**config.mk**
```make
export PLATFORM = sky130hd
export DESIGN_NAME = memctl_mc_flat
export DESIGN_NICKNAME = d
export VERILOG_FILES = /design/src/rtl/memctl_mc_if.sv /design/src/rtl/memctl_mc.sv /design/src/flat_wrapper.sv
export SDC_FILE = /design/constraint.sdc
export NUM_CORES = 1
export LEC_CHECK = 0
export ABC_AREA = 0
export CAP_MARGIN = 20
export CORE_AREA = 2 2 136 138
export CTS_CLUSTER_DIAMETER = 30
export CTS_CLUSTER_SIZE = 25
export DETAILED_ROUTE_END_ITERATION = 6
export DIE_AREA = 0 0 138 140
export GPL_ROUTABILITY_DRIVEN = 0
export PLACE_DENSITY = 0.63
export SYNTH_ARGS = -nofsm -noshare
export SYNTH_HDL_FRONTEND = slang
export SYNTH_SLANG_ARGS = --single-unit
```
**constraint.sdc**
```tcl
create_clock -name clk -period 7.1 [get_ports clk]
set_input_delay 1.42 -clock clk [delete_from_list [all_inputs] [get_ports clk]]
set_output_delay 1.42 -clock clk [all_outputs]
set_load 0.01 [all_outputs]
```
**src/rtl/memctl_mc_if.sv**
```systemverilog
// Request/result bus of the multi-channel data-memory bridge memctl_mc.
// The slave modport is the bridge's own view; the master modport is the client/memory side.
interface memctl_mc_if #(
  parameter int unsigned NCH = 2,
  parameter int unsigned CW  = 1,
  parameter int unsigned AW  = 16,
  parameter int unsigned DW  = 16
);
  logic [NCH-1:0]    re;
  logic [NCH*AW-1:0] raddr;
  logic [NCH-1:0]    full;
  logic [NCH-1:0]    ovf;
  logic              mem_re;
  logic [AW-1:0]     mem_raddr;
  logic              mem_ready;
  logic [DW-1:0]     mem_rdata;
  logic              dready;
  logic [AW-1:0]     draddr_out;
  logic [DW-1:0]     ddata;
  logic [CW-1:0]     dch;

  modport master (
    output re, raddr, mem_ready, mem_rdata,
    input  full, ovf, mem_re, mem_raddr, dready, draddr_out, ddata, dch
  );

  modport slave (
    input  re, raddr, mem_ready, mem_rdata,
    output full, ovf, mem_re, mem_raddr, dready, draddr_out, ddata, dch
  );
endinterface

```
**src/rtl/memctl_mc.sv**
```systemverilog
// Multi-channel read bridge: per-channel FIFOs, round-robin onto one memory port, one outstanding.
// Define MEMCTL_PRIO_EN to replace round-robin with fixed lowest-channel-first priority.
module memctl_mc #(
  parameter int unsigned NCH   = 2,
  parameter int unsigned CW    = 1,
  parameter int unsigned AW    = 16,
  parameter int unsigned DW    = 16,
  parameter int unsigned DEPTH = 4
) (
  input logic       clk,
  input logic       rst,
  memctl_mc_if.slave bus
);
  localparam int unsigned PW = $clog2(DEPTH);
  localparam int unsigned NW = $clog2(DEPTH + 1);

  typedef enum logic {StIdle, StWait} state_e;

  state_e        state_q;
  logic          mem_re_q;
  logic [AW-1:0] mem_raddr_q;
  logic [CW-1:0] dch_q;

  logic [AW-1:0]  fifo_mem [NCH][DEPTH];
  logic [PW-1:0]  head_q   [NCH];
  logic [PW-1:0]  tail_q   [NCH];
  logic [NW-1:0]  count_q  [NCH];
  logic [NCH-1:0] ovf_q;

  logic [NCH-1:0] nonempty;
  logic [NCH-1:0] full;
  logic [NCH-1:0] push;
  logic [NCH-1:0] pop;
  logic [CW-1:0]  winner;
  logic           issue;

  always_comb begin
    for (int i = 0; i < NCH; i++) begin
      nonempty[i] = (count_q[i] != '0);
      full[i]     = (count_q[i] == NW'(DEPTH));
    end
  end

  // Full comes from the pre-edge count, so a push to a full FIFO drops even if it pops this edge.
  assign push  = bus.re & ~full;
  assign issue = (|nonempty) && ((state_q == StIdle) || bus.mem_ready);

`ifdef MEMCTL_PRIO_EN
  always_comb begin
    winner = '0;
    for (int i = NCH - 1; i >= 0; i--) begin
      if (nonempty[i]) winner = CW'(i);
    end
  end
`else
  logic [CW-1:0] last_q;
  logic [CW-1:0] rr_idx;
  logic          found;

  always_comb begin
    winner = '0;
    rr_idx = '0;
    found  = 1'b0;
    for (int k = 1; k <= NCH; k++) begin
      rr_idx = CW'((int'(last_q) + k) % NCH);
      if (!found && nonempty[rr_idx]) begin
        winner = rr_idx;
        found  = 1'b1;
      end
    end
  end

  always_ff @(posedge clk or posedge rst) begin
    if (rst) begin
      last_q <= CW'(NCH - 1);
    end else if (issue) begin
      last_q <= winner;
    end
  end
`endif

  always_comb begin
    for (int i = 0; i < NCH; i++) begin
      pop[i] = issue && (winner == CW'(i));
    end
  end

  always_ff @(posedge clk) begin
    for (int i = 0; i < NCH; i++) begin
      if (push[i]) fifo_mem[i][tail_q[i]] <= bus.raddr[i*AW +: AW];
    end
  end

  always_ff @(posedge clk or posedge rst) begin
    if (rst) begin
      for (int i = 0; i < NCH; i++) begin
        head_q[i]  <= '0;
        tail_q[i]  <= '0;
        count_q[i] <= '0;
      end
      ovf_q <= '0;
    end else begin
      for (int i = 0; i < NCH; i++) begin
        if (push[i]) tail_q[i] <= (tail_q[i] == PW'(DEPTH - 1)) ? '0 : tail_q[i] + 1'b1;
        if (pop[i])  head_q[i] <= (head_q[i] == PW'(DEPTH - 1)) ? '0 : head_q[i] + 1'b1;
        case ({push[i], pop[i]})
          2'b10:   count_q[i] <= count_q[i] + 1'b1;
          2'b01:   count_q[i] <= count_q[i] - 1'b1;
          default: count_q[i] <= count_q[i];
        endcase
        if (bus.re[i] && full[i]) ovf_q[i] <= 1'b1;
      end
    end
  end

  // Issue on ready only moves mem_raddr/dch after the edge, so the bus shows the completing request.
  always_ff @(posedge clk or posedge rst) begin
    if (rst) begin
      state_q     <= StIdle;
      mem_re_q    <= 1'b0;
      mem_raddr_q <= '0;
      dch_q       <= '0;
    end else begin
      mem_re_q <= 1'b0;
      if (issue) begin
        state_q     <= StWait;
        mem_re_q    <= 1'b1;
        mem_raddr_q <= fifo_mem[winner][head_q[winner]];
        dch_q       <= winner;
      end else if ((state_q == StWait) && bus.mem_ready) begin
        state_q <= StIdle;
      end
    end
  end

  assign bus.full       = full;
  assign bus.ovf        = ovf_q;
  assign bus.mem_re     = mem_re_q;
  assign bus.mem_raddr  = mem_raddr_q;
  assign bus.dready     = bus.mem_ready && (state_q == StWait);
  assign bus.draddr_out = mem_raddr_q;
  assign bus.ddata      = bus.mem_rdata;
  assign bus.dch        = dch_q;
endmodule

```
**src/flat_wrapper.sv**
```systemverilog
// flat-port wrapper written by rule: the top's interface ports become plain ports
module memctl_mc_flat 
#(
  parameter int unsigned NCH   = 2,
  parameter int unsigned CW    = 1,
  parameter int unsigned AW    = 16,
  parameter int unsigned DW    = 16,
  parameter int unsigned DEPTH = 4
)
  (clk, rst, bus_re, bus_raddr, bus_mem_ready, bus_mem_rdata, bus_full, bus_ovf, bus_mem_re, bus_mem_raddr, bus_dready, bus_draddr_out, bus_ddata, bus_dch);
  memctl_mc_if #(.NCH(NCH), .CW(CW), .AW(AW), .DW(DW)) bus_i ();
  input logic clk;
  input logic rst;
  input wire logic [$bits(bus_i.re)-1:0] bus_re;
  input wire logic [$bits(bus_i.raddr)-1:0] bus_raddr;
  input wire logic [$bits(bus_i.mem_ready)-1:0] bus_mem_ready;
  input wire logic [$bits(bus_i.mem_rdata)-1:0] bus_mem_rdata;
  output wire logic [$bits(bus_i.full)-1:0] bus_full;
  output wire logic [$bits(bus_i.ovf)-1:0] bus_ovf;
  output wire logic [$bits(bus_i.mem_re)-1:0] bus_mem_re;
  output wire logic [$bits(bus_i.mem_raddr)-1:0] bus_mem_raddr;
  output wire logic [$bits(bus_i.dready)-1:0] bus_dready;
  output wire logic [$bits(bus_i.draddr_out)-1:0] bus_draddr_out;
  output wire logic [$bits(bus_i.ddata)-1:0] bus_ddata;
  output wire logic [$bits(bus_i.dch)-1:0] bus_dch;
  assign bus_i.re = bus_re;
  assign bus_i.raddr = bus_raddr;
  assign bus_i.mem_ready = bus_mem_ready;
  assign bus_i.mem_rdata = bus_mem_rdata;
  assign bus_full = bus_i.full;
  assign bus_ovf = bus_i.ovf;
  assign bus_mem_re = bus_i.mem_re;
  assign bus_mem_raddr = bus_i.mem_raddr;
  assign bus_dready = bus_i.dready;
  assign bus_draddr_out = bus_i.draddr_out;
  assign bus_ddata = bus_i.ddata;
  assign bus_dch = bus_i.dch;
  memctl_mc #(.NCH(NCH), .CW(CW), .AW(AW), .DW(DW), .DEPTH(DEPTH)) u_core (.clk(clk), .rst(rst), .bus(bus_i));
endmodule
```
# ---- Word-level counts from Yosys, hierarchy flattened
# Memory sizes are Yosys's and may differ from the RTL's.
# Cells that the tools add are included.
dict set report totals {
  ff_bits 36
  n_memories 1
  ramBits 128
  word_cells 97
}
# memory depth word_bits read_ports rd_clocked_by_memory_dff write_ports line
set memory_table {}
lappend memory_table {u_core.fifo_mem 2 64 1 0 2 memctl_mc.sv:24} ;# logic [AW-1:0] fifo_mem [NCH][DEPTH];
dict set report classes {
  reduce_logical 17
  n_bitwise 8
  n_mux 30
  n_lt_le_gt_ge 8
  addsub 10
  eq_ne 10
}
# op count
set op_table {}
lappend op_table {{2-to-1 mux 64 bit} 2}
lappend op_table {{demux 16 bit (select 2 bit)} 2}
lappend op_table {{2-to-1 mux 16 bit} 4}
lappend op_table {{binary-select mux 16 bit (select 2 bit)} 1}
lappend op_table {{2-to-1 mux 2 bit} 7}
lappend op_table {{== test 2 bit, second input constant} 6}
lappend op_table {{2-to-1 mux 1 bit} 12}
lappend op_table {{one-hot mux 3 bit (2 select lines)} 2}
lappend op_table {{greater-or-equal comparator 3 bit, second input constant} 3}
lappend op_table {{logical AND 1 bit} 9}
lappend op_table {{NOT 2 -> 3 bit} 3}
lappend op_table {{adder 2 x 1 -> 2 bit, second input constant} 4}
lappend op_table {{adder 3 x 1 -> 3 bit, second input constant} 2}
lappend op_table {{== test 3 bit, second input constant} 2}
lappend op_table {{less-than comparator 3 x 1 -> 1 bit, second input constant} 2}
lappend op_table {{nonzero test 2 bit} 3}
lappend op_table {{nonzero test 3 bit} 2}
lappend op_table {{subtractor 3 x 1 -> 3 bit, second input constant} 2}
lappend op_table {{== test 2 x 1 -> 1 bit, second input constant} 2}
lappend op_table {{less-than comparator 1 x 2 -> 1 bit, second input constant} 2}
lappend op_table {{adder 1 bit, second input constant} 2}
lappend op_table {{AND 2 bit} 1}
lappend op_table {{greater-or-equal comparator 2 bit, second input constant} 1}
lappend op_table {{NOT 1 bit} 2}
lappend op_table {{other kinds (5)} 5}

# ---- Depth between registers and ports, before layout
# Gate-level depths: netlist of run 1.
dict set report depth {
  word_depth 15
  ltp_mapped 11
}

# ---- Worst setup path after synthesis of run 1
# No wires, ideal clock.
dict set report synth_timing {
  path_type {input to register}
  from {input bus_mem_ready}
  to {register u_core.count_q[2] (netlist bit)}
  t_required_ns 7.021
  setup_time_ns 0.079
  slack_ns 4.047
  arrival_time_ns 2.973
  stages 10
  cell_sequence {nor2b_1 a21o_1 or2_2 inv_2 ha_1 inv_1 fa_1 xor2_1 nor2_1 xor2_1}
}
dict set report synth_via {
  elab_chain_cells 5
}
# item line
set synth_lines {}
lappend synth_lines {{start, declared} flat_wrapper.sv:16} ;# input wire logic [$bits(bus_i.mem_ready)-1:0] bus_mem_ready;
lappend synth_lines {{logical OR 1 bit *} memctl_mc.sv:46} ;# assign issue = (|nonempty) && ((state_q == StIdle) || bus.mem_ready);
lappend synth_lines {{logical AND 1 bit *} memctl_mc.sv:46}
lappend synth_lines {{logical AND 1 bit *} memctl_mc.sv:84} ;# pop[i] = issue && (winner == CW'(i));
lappend synth_lines {{net u_core.pop[1]} memctl_mc.sv:33} ;# logic [NCH-1:0] pop;
lappend synth_lines {{== test 2 x 1 -> 1 bit or == test 2 bit (tied branches)} memctl_mc.sv:106} ;# case ({push[i], pop[i]})
lappend synth_lines {{one-hot mux 3 bit (2 select lines) or nonzero test 2 bit (tied branches)} n/a}
lappend synth_lines {{end signal, assigned by index} memctl_mc.sv:107} ;# 2'b10: count_q[i] <= count_q[i] + 1'b1;
lappend synth_lines {{end signal, assigned by index} memctl_mc.sv:108} ;# 2'b01: count_q[i] <= count_q[i] - 1'b1;
lappend synth_lines {{end signal, assigned by index} memctl_mc.sv:109} ;# default: count_q[i] <= count_q[i];
lappend synth_lines {{end, declared} memctl_mc.sv:27} ;# logic [NW-1:0] count_q [NCH];
# The timed path passes the listed nets; every way through them passes the cells marked *.
# A chain may end at the register's enable or synchronous reset.

# ---- Worst setup path in the final report of run 1
dict set report layout_timing {
  from {input bus_mem_ready}
  to {output bus_dready}
}
dict set report layout_via {
  elab_chain_cells 1
}
# item line
set layout_lines {}
lappend layout_lines {{logical AND 1 bit} memctl_mc.sv:140} ;# assign bus.dready = bus.mem_ready && (state_q == StWait);
lappend layout_lines {{end, declared} flat_wrapper.sv:22} ;# output wire logic [$bits(bus_i.dready)-1:0] bus_dready;
# No other way between the ends.

==> summary.md, run 1 <==
| Metric | Value |
|---|---|
| #FFs+latches synth | `164` |
| # DRC | `0` |
| Distinct cell type count after synthesis | `36` |
| Cells resized by post-CTS repair | `0` |
| CP startpoint kind | `input port` |
| WP data required | `5680 ps` |
| Net count, final | `540` |
| Total wire length | `between 10 and 15 mm` |
| Chip Height | `about 140 um` |
| Share of cells above drive strength 1 | `17.3%` |
| Post-Synth XOR/XNOR Area | `less than 1%` |
| Setup Buffers After CTS | `0` |
| Synthesis Warnings | `0` |
| Critical Path Sink Type | `output pin` |
| Root buffer cell | `clkbuf_16` |
| Final core utilization | `between 40% and 50%` |
| Tightest Hold Check Type | `reg -> reg` |
| Synthesized area | `about 7000 um^2` |
| Mapped Cells | `around 420` |
| Final Hold Vio Count | `0` |
| # IOs | `108` |
| Synth Net Count | `about 500` |
| Routed Antenna Nets | `0` |
| Antenna diodes | `0` |
| Pwr/cell area | `approximately 440 nW/um^2` |
| Initial antenna violation count | `0` |
| Number of DRC markers in iteration 0 | `about 140` |
| CP Data Arrival Time | `2560 ps` |
| Longest Clk Path Bufs | `2` |
| CTS tree | `done` |
| Final period util | `a little under three fifths` |
| Core Rows | `a little under 50` |
| Vias in the first global route | `approximately 3700` |
| Initial DRT Pass Iterations | `4` |
| First-pass GRT wire length | `between 20 and 25 mm` |
| Final setup violating endpoints | `0` |
| Starting density of the core | `about two fifths` |
| Clock tree sinks | `approximately 160` |
| Synth Area in Adders | `2.71%` |
| # fillers | `approximately 1500` |
| Total core area | `approximately 18000 um^2` |
| Fmax | `251 MHz` |
| RSZ-0062 raised after global routing | `no` |
| Max_cap viols | `0` |
| DP HPWL | `between 8 and 9 mm` |
| Die extent in x | `between 100 and 150 um` |
| Largest net degree at the start of global routing | `37` |
| Status | `finished clean` |
| CTS H-tree depth | `4` |
| Seq/Total Area, Yosys | `around two thirds` |
| Area leader, netlist | `edfxtp_1` |
| CTS Hold Bufs | `0` |
| Final Max Slew Viols | `0` |
| Via count | `3475` |
| Overflow after GRT | `0` |
| Compound-gate portion of the synthesized area | `3.78%` |
| P&R area growth vs syn | `18.9%` |
| Avg Synthesized Cell Area | `between 15 and 20 um^2` |
| Post-synthesis simple-gate area fraction | `~3.4%` |
| Pleak | `a little over 3 nW` |
| Max_slew headroom | `about two fifths` |
| Reg clk slew, reported paths | `~60 ps` |
| Total die area | `between 15000 and 20000 um^2` |
| Crit Path Max Fanout | `3` |
| Largest family of logic cells by synthesized area | `multiplexers` |
| Kind of critical path | `in -> out` |
| IO Port Bufs | `75` |
| TNS Setup | `0 ps` |
| Yosys top cell area share | `between 50% and 60%` |
| Worst Skew | `5.05 ps` |
| Cts bufs inserted | `17` |
| Worst skew pair latency | `approximately 420 ps` |
| Worst-Margin Slew | `a little under 900 ps` |
| Multiplexer area fraction after synthesis | `15.8%` |
| Min Tclk post-route | `roughly 4000 ps` |
| Synth area leaders | `edfxtp_1 (55%), dfrtp_1 (12%), mux2i_1 (9.0%)` |
| Maximum VDD drop | `~0.00033 V` |
| DR vias/cell | `roughly 4.9` |
| R2R Setup Slk | `around 4400 ps` |
| Gr usage total | `14.3%` |
| WL/cell | `18.3 um` |
kinds of logic (layout without fill, tap and decap cells):
family                     Yosys count  in the layout
muxes                              103            103
buffers and inverters               63            126
adders and majority gates           14             14
AOI/OAI and AO/OA                   23             23
DFF                                164            164
xor gates and xnor gates             6              6
and+or+nand+nor                     50             50
power breakdown:
| part | internal (W) | switching, W | total [W] |
|---|---|---|---|
| logic | 0.000652 | 0.000660 | 0.00131 |
| registers | 0.00131 | 0.000133 | 0.00144 |
| clock network | 0.000601 | 0.000344 | 0.000945 |
| total | 0.00256 | 0.00114 | 0.00370 |
final cells by class:
cell class / count / area [um^2] / area share, %
Clock buffer: 20 / 457 / 5.47
Clock inverter: 12 / 160 / 1.92
Inverter: 15 / 56.3 / 0.675
Multi-Input combinational cell: 196 / 1860 / 22.3
Sequential cell: 164 / 4750 / 56.9
Tap cell: 229 / 287 / 3.43
Timing Repair Buffer: 79 / 781 / 9.36
placed cells by master (no fill, tap or decap), types with 2 or more instances in the layout:
cell,n
bufinv_16,4
ha_1,12
mux2_1,3
nand2_1,22
mux2_2,33
fa_1,2
xnor2_1,2
mux2i_1,63
clkbuf_16,17
nor2_1,6
edfxtp_1,128
a21o_1,4
inv_1,14
mux4_2,2
clkinv_2,5
and2_1,10
clkinv_1,2
o21ai_0,2
buf_4,4
dfrtp_1,35
mux2_4,2
nor3_1,2
o221ai_2,10
clkdlybuf4s50_1,75
clkbuf_8,2
o221ai_1,5
xor2_1,4
nor2b_1,3
nand2b_1,2
and3_1,2
worst max-delay path, cell delays in order:
cell             delay, ps
clkdlybuf4s50_1        490
and2_1                 130
clkdlybuf4s50_1        530
flip-flops by register name, indices dropped and copies added, names as in the netlist:
signal / flops
u_core.bus.dch: 1
u_core.bus.ovf: 2
u_core.bus.draddr_out: 16
u_core.count_q: 6
u_core.fifo_mem: 128
u_core.state_q: 1
u_core.last_q: 1
u_core.bus.mem_re: 1
u_core.tail_q: 4
u_core.head_q: 4
through the flow:
step / cells / total power (W) / setup WS (ps) / hold slack [ps] / instance area (um^2)
2_1_floorplan: 423 / 0.00243 / 4050 / 445 / 7020
3_3_place_gp: 683 / 0.00274 / 3120 / 441 / 7730
3_5_place_dp: 683 / 0.00279 / 3060 / 443 / 7730
4_1_cts: 715 / 0.00374 / 3110 / 463 / 8340
5_1_grt: 715 / 0.00390 / 3070 / 487 / 8340
6_report: 715 / 0.00370 / 3120 / 458 / 8340
cells in the mapped netlist:
cell type / instances
nor2_1: 6
buf_8: 1
buf_6: 5
mux2_4: 2
mux2i_1: 63
ha_1: 12
o21ai_0: 2
a21o_1: 4
inv_1: 14
buf_2: 6
or3_1: 1
nand2_1: 22
buf_1: 2
o32a_4: 1
or2_2: 1
nand3_1: 1
o221ai_1: 5
buf_4: 32
nor2b_1: 3
mux4_2: 2
edfxtp_1: 128
and2_1: 10
inv_2: 1
fa_1: 2
dfstp_2: 1
nor3_1: 2
xnor2_1: 2
xor2_1: 4
mux2_2: 33
nand2b_1: 2
o22a_1: 1
o221ai_2: 10
and3_1: 2
dfrtp_1: 35
clkbuf_1: 2
mux2_1: 3
layer usage:
metal	part of all wire [%]	global-route usage (%)	vias to the layer above	routed length (um)
li1	-	-	1633	-
met2	49	23.1	101	6480
met4	2.7	6.55	0	351
met1	43	17.9	1719	5670
met3	4.6	4.21	22	601
met5	0	0	-	0
worst paths after layout:
kind,startpoint,end,cells past startpoint
worst max-delay path,bus_mem_ready,bus_dready,3
worst min-delay path,u_core.bus.ovf[1],u_core.bus.ovf[1],1
worst max register to register,u_core.count_q[0],u_core.count_q[5],10
worst min register to register,u_core.bus.ovf[1],u_core.bus.ovf[1],1
max in group asynchronous,rst,u_core.last_q,3
min in group asynchronous,rst,u_core.bus.ovf[1],3
No activity file was read; power rests on OpenSTA's default activity.
==> inputs of run 2 (changes only) <==
==> constraint.sdc (replaced) <==
create_clock -name clk -period 3.9 [get_ports clk]
set_input_delay 0.78 -clock clk [delete_from_list [all_inputs] [get_ports clk]]
set_output_delay 0.78 -clock clk [all_outputs]
set_load 0.01 [all_outputs]
==> run 2 against run 1 <==
Clock skew rose by 1.6 ps. Setup slack worse by 1900 ps. Sequential share of layout area decreased by 0.12 points. Hold slack better by 4.1 ps. Flip-flop and latch count did not move. Wire length down 1.5%. Largest cell class unchanged. Via count is 0.12% higher. Sequential power is 85% higher. Final cell count increased by 0.14%. First-iteration DRC count up 83%. Clock power is 84% higher. Register-to-register slack worse by 3100 ps.
==> summary.md, run 2 (synthesized netlist as in run 1, its figures left out) <==
| Metric | Value |
|---|---|
| Status | `finished clean` |
| Cells resized by post-CTS repair | `0 (unchanged)` |
| Largest net degree at the start of global routing | `37 (unchanged)` |
| Core Rows | `49 (unchanged)` |
| DP HPWL | `8.87 mm (+0.61%)` |
| Net count, final | `541 (+0.19%)` |
| First-pass GRT wire length | `20.0 mm (-2.6%)` |
| Total core area | `17800 um^2 (unchanged)` |
| Max reg flops | `128 (unchanged)` |
| Share of cells above drive strength 1 | `17.9% (+0.58 points)` |
| Maximum VDD drop | `0.000548 V (+64%)` |
| Initial DRT Pass Iterations | `4 (unchanged)` |
| WP data required | `3120 ps (-2560 ps)` |
| Sw Ratio | `31.0% (+0.30 points)` |
| Setup Buffers After CTS | `0 (unchanged)` |
| Internal | `0.00465 W (+81%)` |
| Max_cap viols | `0 (unchanged)` |
| Via count | `3479 (+0.12%)` |
| Initial antenna violation count | `0 (unchanged)` |
| Final period util | `a little over two thirds` |
| Kind of critical path | `in -> out` |
| Total wire length | `12.9 mm (-1.5%)` |
| Commonest non-fill, non-tap cells in the layout | `edfxtp_1 (128), clkdlybuf4s50_1 (75), mux2i_1 (63)` |
| CTS tree | `done` |
| CP startpoint kind | `input port` |
| Hold WS | `462 ps (+4.11 ps)` |
| Final Hold Vio Count | `0 (unchanged)` |
| # IOs | `108 (unchanged)` |
| Final setup margin | `1180 ps (-1940 ps)` |
| Routed Antenna Nets | `0 (unchanged)` |
| RSZ-0062 raised after global routing | `no` |
| DR vias/cell | `4.86 (about the same)` |
| # DRC | `0 (unchanged)` |
| Worst skew pair latency | `420 ps (about the same)` |
| Tightest Hold Check Type | `reg -> reg` |
| WL/cell | `18.0 um (-1.6%)` |
| Min Tclk post-route | `around 2700 ps` |
| Reg clk slew, reported paths | `60 ps (about the same)` |
| Starting density of the core | `39.5% (unchanged)` |
| Die extent in x | `138 um (unchanged)` |
| CTS H-tree depth | `4 (unchanged)` |
| CTS Hold Bufs | `0 (unchanged)` |
| TNS Setup | `0 ps (unchanged)` |
| Root buffer cell | `clkbuf_16` |
| Overflow after GRT | `0 (unchanged)` |
| Final setup violating endpoints | `0 (unchanged)` |
| Pre-CTS setup slack | `816 ps (-2240 ps)` |
| Vias in the first global route | `3661 (-1.0%)` |
| Antenna diodes | `0 (unchanged)` |
| Pwr/cell area | `807 nW/um^2 (+82%)` |
| Max_slew headroom | `37.0% (-4.0 points)` |
| Number of DRC markers in iteration 0 | `255 (+83%)` |
| Most common cell after layout, fill and taps aside | `edfxtp_1` |
| Fmax | `about 370 MHz` |
| Clock power frac | `25.9% (+0.4 points)` |
| NetSw | `0.00209 W (+84%)` |
| Final Max Slew Viols | `0 (unchanged)` |
| Crit Path Max Fanout | `3 (unchanged)` |
| IO Port Bufs | `75 (unchanged)` |
| # fillers | `1506 (-0.46%)` |
| Pwr Total | `0.00675 W (+82%)` |
| Chip Height | `140 um (unchanged)` |
| P&R area growth vs syn | `19.2%` |
| Critical Path Sink Type | `output pin` |
| Final core utilization | `47.0% (+0.099 points)` |
| Worst-Margin Slew | `945 ps (+59.5 ps)` |
| Comb pwr share | `34.7% (-0.8 points)` |
| Pleak | `3.13 nW (+0.25%)` |
| Total die area | `19300 um^2 (unchanged)` |
| Gr usage total | `13.8% (-0.47 points)` |
| Longest Clk Path Bufs | `2 (unchanged)` |
| Clock tree sinks | `164 (unchanged)` |
| CP Data Arrival Time | `1940 ps (-620 ps)` |
| Cts bufs inserted | `17 (unchanged)` |
| Reg power frac | `39.4% (+0.4 points)` |
| Worst Skew | `6.61 ps (+1.57 ps)` |
[run 2: power groups by stage]
stage	sequential [W]	combinational, W	clock [W]
finish	0.00266	0.00234	0.00174
global route	0.00272	0.00255	0.00185
CTS	0.00266	0.00239	0.00178
detailed placement	0.00270	0.00238	0
global placement	0.00267	0.00232	0
floorplan	0.00262	0.00180	0
[run 2: per-stage QoR]
step / instances / area (um^2)
global route: 716 / 8360
finish: 716 / 8360
global placement: 684 / 7730
floorplan: 423 / 7020
CTS: 716 / 8360
detailed placement: 684 / 7730
[run 2: area by class of cell]
cell class / count / area (um^2) / area share [%]
flip-flops and latches: 164 / 4750 / 56.8
multi-input cells: 196 / 1860 / 22.2
repair buffers: 80 / 788 / 9.43
clock buffers: 17 / 425 / 5.09
well taps: 229 / 287 / 3.43
clock inverters: 15 / 201 / 2.41
inverters: 15 / 56.3 / 0.673
[run 2: path summary, 6_finish.rpt]
| kind | start | end | slack (ps) | cells after the start |
|---|---|---|---|---|
| worst min register to register | u_core.bus.ovf[0] | u_core.bus.ovf[0] | 460 | 1 |
| worst min-delay path | u_core.bus.ovf[0] | u_core.bus.ovf[0] | 460 | 1 |
| worst max-delay path | bus_mem_ready | bus_dready | 1180 | 3 |
| worst max register to register | u_core.count_q[0] | u_core.count_q[5] | 1210 | 10 |
| max in group asynchronous | rst | u_core.last_q | 2770 | 3 |
| min in group asynchronous | rst | u_core.bus.ovf[1] | 790 | 3 |
[run 2: layer usage]
metal / routed length (um) / part of all wire, % / GRT usage (%) / up-vias
met5: 0 / 0 / 0 / -
met4: 255 / 2.0 / 5.53 / 0
met3: 687 / 5.3 / 3.93 / 16
met2: 6410 / 50 / 23.2 / 100
met1: 5560 / 43 / 17.1 / 1716
li1: - / - / - / 1647
[run 2: worst max-delay path, stage by stage]
cell	delay, ps
clkdlybuf4s50_1	490
and2_1	140
clkdlybuf4s50_1	530
==> inputs of run 3 (changes only) <==
==> constraint.sdc (replaced) <==
create_clock -name clk -period 2.53 [get_ports clk]
set_input_delay 0.506 -clock clk [delete_from_list [all_inputs] [get_ports clk]]
set_output_delay 0.506 -clock clk [all_outputs]
set_load 0.01 [all_outputs]
==> run 3 against run 2 <==
Wire length increased by 1.8%. Critical path depth increased by 7. Hold slack got worse by 190 ps. Largest power group unchanged. Clock skew increased by 0.69 ps.
==> summary.md, run 3 (synthesized netlist as in run 1, its figures left out) <==
| Metric | Value |
|---|---|
| Routing usage on met2 | `23.2% (+0.078 points)` |
| Gr usage total | `14.2% (+0.31 points)` |
| RSZ-0062 raised after global routing | `no` |
| Root buffer cell | `clkbuf_16` |
| Number of DRC markers in iteration 0 | `166 (-35%)` |
| Worst skew pair latency | `410 ps (about the same)` |
| Max reg flops | `128 (unchanged)` |
| WP data required | `2870 ps (-250 ps)` |
| Final core utilization | `47.8% (+0.82 points)` |
| Overflow after GRT | `0 (unchanged)` |
| Clock power frac | `24.2% (-1.7 points)` |
| Crit Path Max Fanout | `4 (+1)` |
| Pleak | `3.22 nW (+2.8%)` |
| WL/cell | `17.8 um (-1.5%)` |
| Via count | `3593 (+3.3%)` |
| GR Layer Usage met3 | `4.79% (+0.85 points)` |
| Cts bufs inserted | `17 (unchanged)` |
| Status | `finished clean` |
| Worst path max stage delay | `400 ps (-130 ps)` |
| Reg power frac | `38.8% (-0.6 points)` |
| IO Port Bufs | `75 (unchanged)` |
| DR vias/cell | `4.86 (about the same)` |
| Largest net degree at the start of global routing | `34 (-8.1%)` |
| # IOs | `108 (unchanged)` |
| Met1 Usage GRT | `17.1% (+0.076 points)` |
| CP startpoint kind | `flip-flop` |
| Initial antenna violation count | `1 (+1)` |
| Worst Skew | `7.30 ps (+0.689 ps)` |
| Most common cell after layout, fill and taps aside | `edfxtp_1` |
| CP dominant cell by count | `xor2_1` |
| # DRC | `0 (unchanged)` |
| Share of cells above drive strength 1 | `21.4% (+3.5 points)` |
| Vias in the first global route | `3653 (-0.22%)` |
| Slowest CP cell | `dfrtp_1` |
| Internal | `0.00719 W (+54%)` |
| Initial DRT Pass Iterations | `4 (unchanged)` |
| Pre-CTS setup slack | `-190 ps (-1010 ps)` |
| Total wire length | `13.1 mm (+1.8%)` |
| P&R area growth vs syn | `21.2%` |
| Routed Antenna Nets | `0 (unchanged)` |
| Longest Clk Path Bufs | `2 (unchanged)` |
| Die extent in x | `138 um (unchanged)` |
| Sw Ratio | `31.0% (about the same)` |
| Final period util | `a little over nine tenths` |
| Worst-Margin Slew | `483 ps (-461 ps)` |
| Total die area | `19300 um^2 (unchanged)` |
| Kind of critical path | `reg -> reg` |
| CP Data Arrival Time | `2760 ps (+820 ps)` |
| Reg2reg start | `u_core.count_q[3]` |
| Hold WS | `274 ps (-188 ps)` |
| CTS H-tree depth | `4 (unchanged)` |
| Net count, final | `564 (+4.3%)` |
| Min Tclk post-route | `2420 ps` |
| Sequence of cells on the critical path | `or3_4, a21o_1, or2_2, inv_2, ha_2, inv_1, fa_1, xor2_1, nor2_1, xor2_1` |
| Core Rows | `49 (unchanged)` |
| DP HPWL | `9.11 mm (+2.7%)` |
| Maximum VDD drop | `0.000647 V (+18%)` |
| Final setup violating endpoints | `0 (unchanged)` |
| NetSw | `0.00323 W (+54%)` |
| Chip Height | `140 um (unchanged)` |
| Pwr Total | `0.0104 W (+54%)` |
| Commonest non-fill, non-tap cells in the layout | `edfxtp_1 (128), clkdlybuf4s50_1 (75), mux2i_1 (63)` |
| Pwr/cell area | `1220 nW/um^2 (+52%)` |
| Total core area | `17800 um^2 (unchanged)` |
| Fmax | `413 MHz` |
| First-pass GRT wire length | `20.3 mm (+1.4%)` |
| Final Hold Vio Count | `0 (unchanged)` |
| Reg clk slew, reported paths | `60 ps (about the same)` |
| CTS tree | `done` |
| CTS Hold Bufs | `0 (unchanged)` |
| Max_slew headroom | `67.8% (+31 points)` |
| Comb pwr share | `36.9% (+2.2 points)` |
| Final setup margin | `109 ps (-1070 ps)` |
| Clock tree sinks | `164 (unchanged)` |
| Max_cap viols | `0 (unchanged)` |
| Tightest Hold Check Type | `in -> async` |
| TNS Setup | `0 ps (unchanged)` |
| Layer carrying the most global-route usage | `met2` |
| Worst Setup SP | `u_core.count_q[3]` |
| Final Max Slew Viols | `0 (unchanged)` |
| Starting density of the core | `39.5% (unchanged)` |
| Critical Path Sink Type | `flip-flop` |
==> run 3: cell count changes in the layout (fill, tap and decap cells not counted), sizes merged <==
cell      before  now
bufinv         4    3
clkinvlp       1    3
clkinv         6    8
buf            5   28
inv           19   16
diode          0    1
==> run 3: metal layers <==
layer  vias up  part of all wire [%]  wire length (um)
met5         -                     0                 0
met4         0                   2.2               284
met3        15                   5.4               715
met2       118                    50              6530
met1      1776                    43              5610
li1       1684                     -                 -
==> run 3: final cells by class <==
class / instances / area [um^2]
fill: 1499 / 9270
sequential: 164 / 4750
multi-input combinational: 196 / 1870
timing repair buffer: 103 / 961
clock buffer: 17 / 425
tap: 229 / 287
clock inverter: 15 / 164
inverter: 15 / 56.3
antenna: 1 / 2.50
==> run 3: per-stage QoR <==
stage / cell area [um^2] / cells
floorplan: 7020 / 423
CTS: 8480 / 737
global placement: 7890 / 705
global route: 8510 / 740
detailed placement: 7890 / 705
finish: 8510 / 740
==> run 3: worst max-delay path: cells and delay by family (launching register included) <==
| kind | cells | cell delay [ps] |
|---|---|---|
| adders and majority gates | 2 | 530 |
| AOI/OAI and AO/OA | 1 | 180 |
| buffers and inverters | 2 | 120 |
| and+or+nand+nor | 3 | 820 |
| xor gates and xnor gates | 2 | 300 |
| DFF | 1 | 400 |
==> run 3: final timing paths <==
path                                      to  depth (start not counted)  slack, ps
max                        u_core.count_q[2]                         10        110
min reg2reg                u_core.bus.ovf[0]                          1        460
min                        u_core.bus.ovf[1]                          2        270
max reg2reg                u_core.count_q[2]                         10        110
min in group clk           u_core.bus.ovf[0]                          1        460
max in group asynchronous      u_core.last_q                          3       1570
==> run 3: timing repair <==
| item | in CTS | in global routing |
|---|---|---|
| setup endpoints to repair | 0 | 1 |
| buffers inserted | 0 | 2 |
| resized for setup | 0 | 2 |
==> run 3: power by group through the flow <==
| stage | sequential [W] | clock (W) | combinational (W) |
|---|---|---|---|
| after floorplan | 0.00404 | 0 | 0.00278 |
| after global placement | 0.00406 | 0 | 0.00374 |
| after detailed placement | 0.00410 | 0 | 0.00386 |
| after CTS | 0.00405 | 0.00258 | 0.00388 |
| after global routing | 0.00412 | 0.00271 | 0.00417 |
| final | 0.00404 | 0.00252 | 0.00385 |
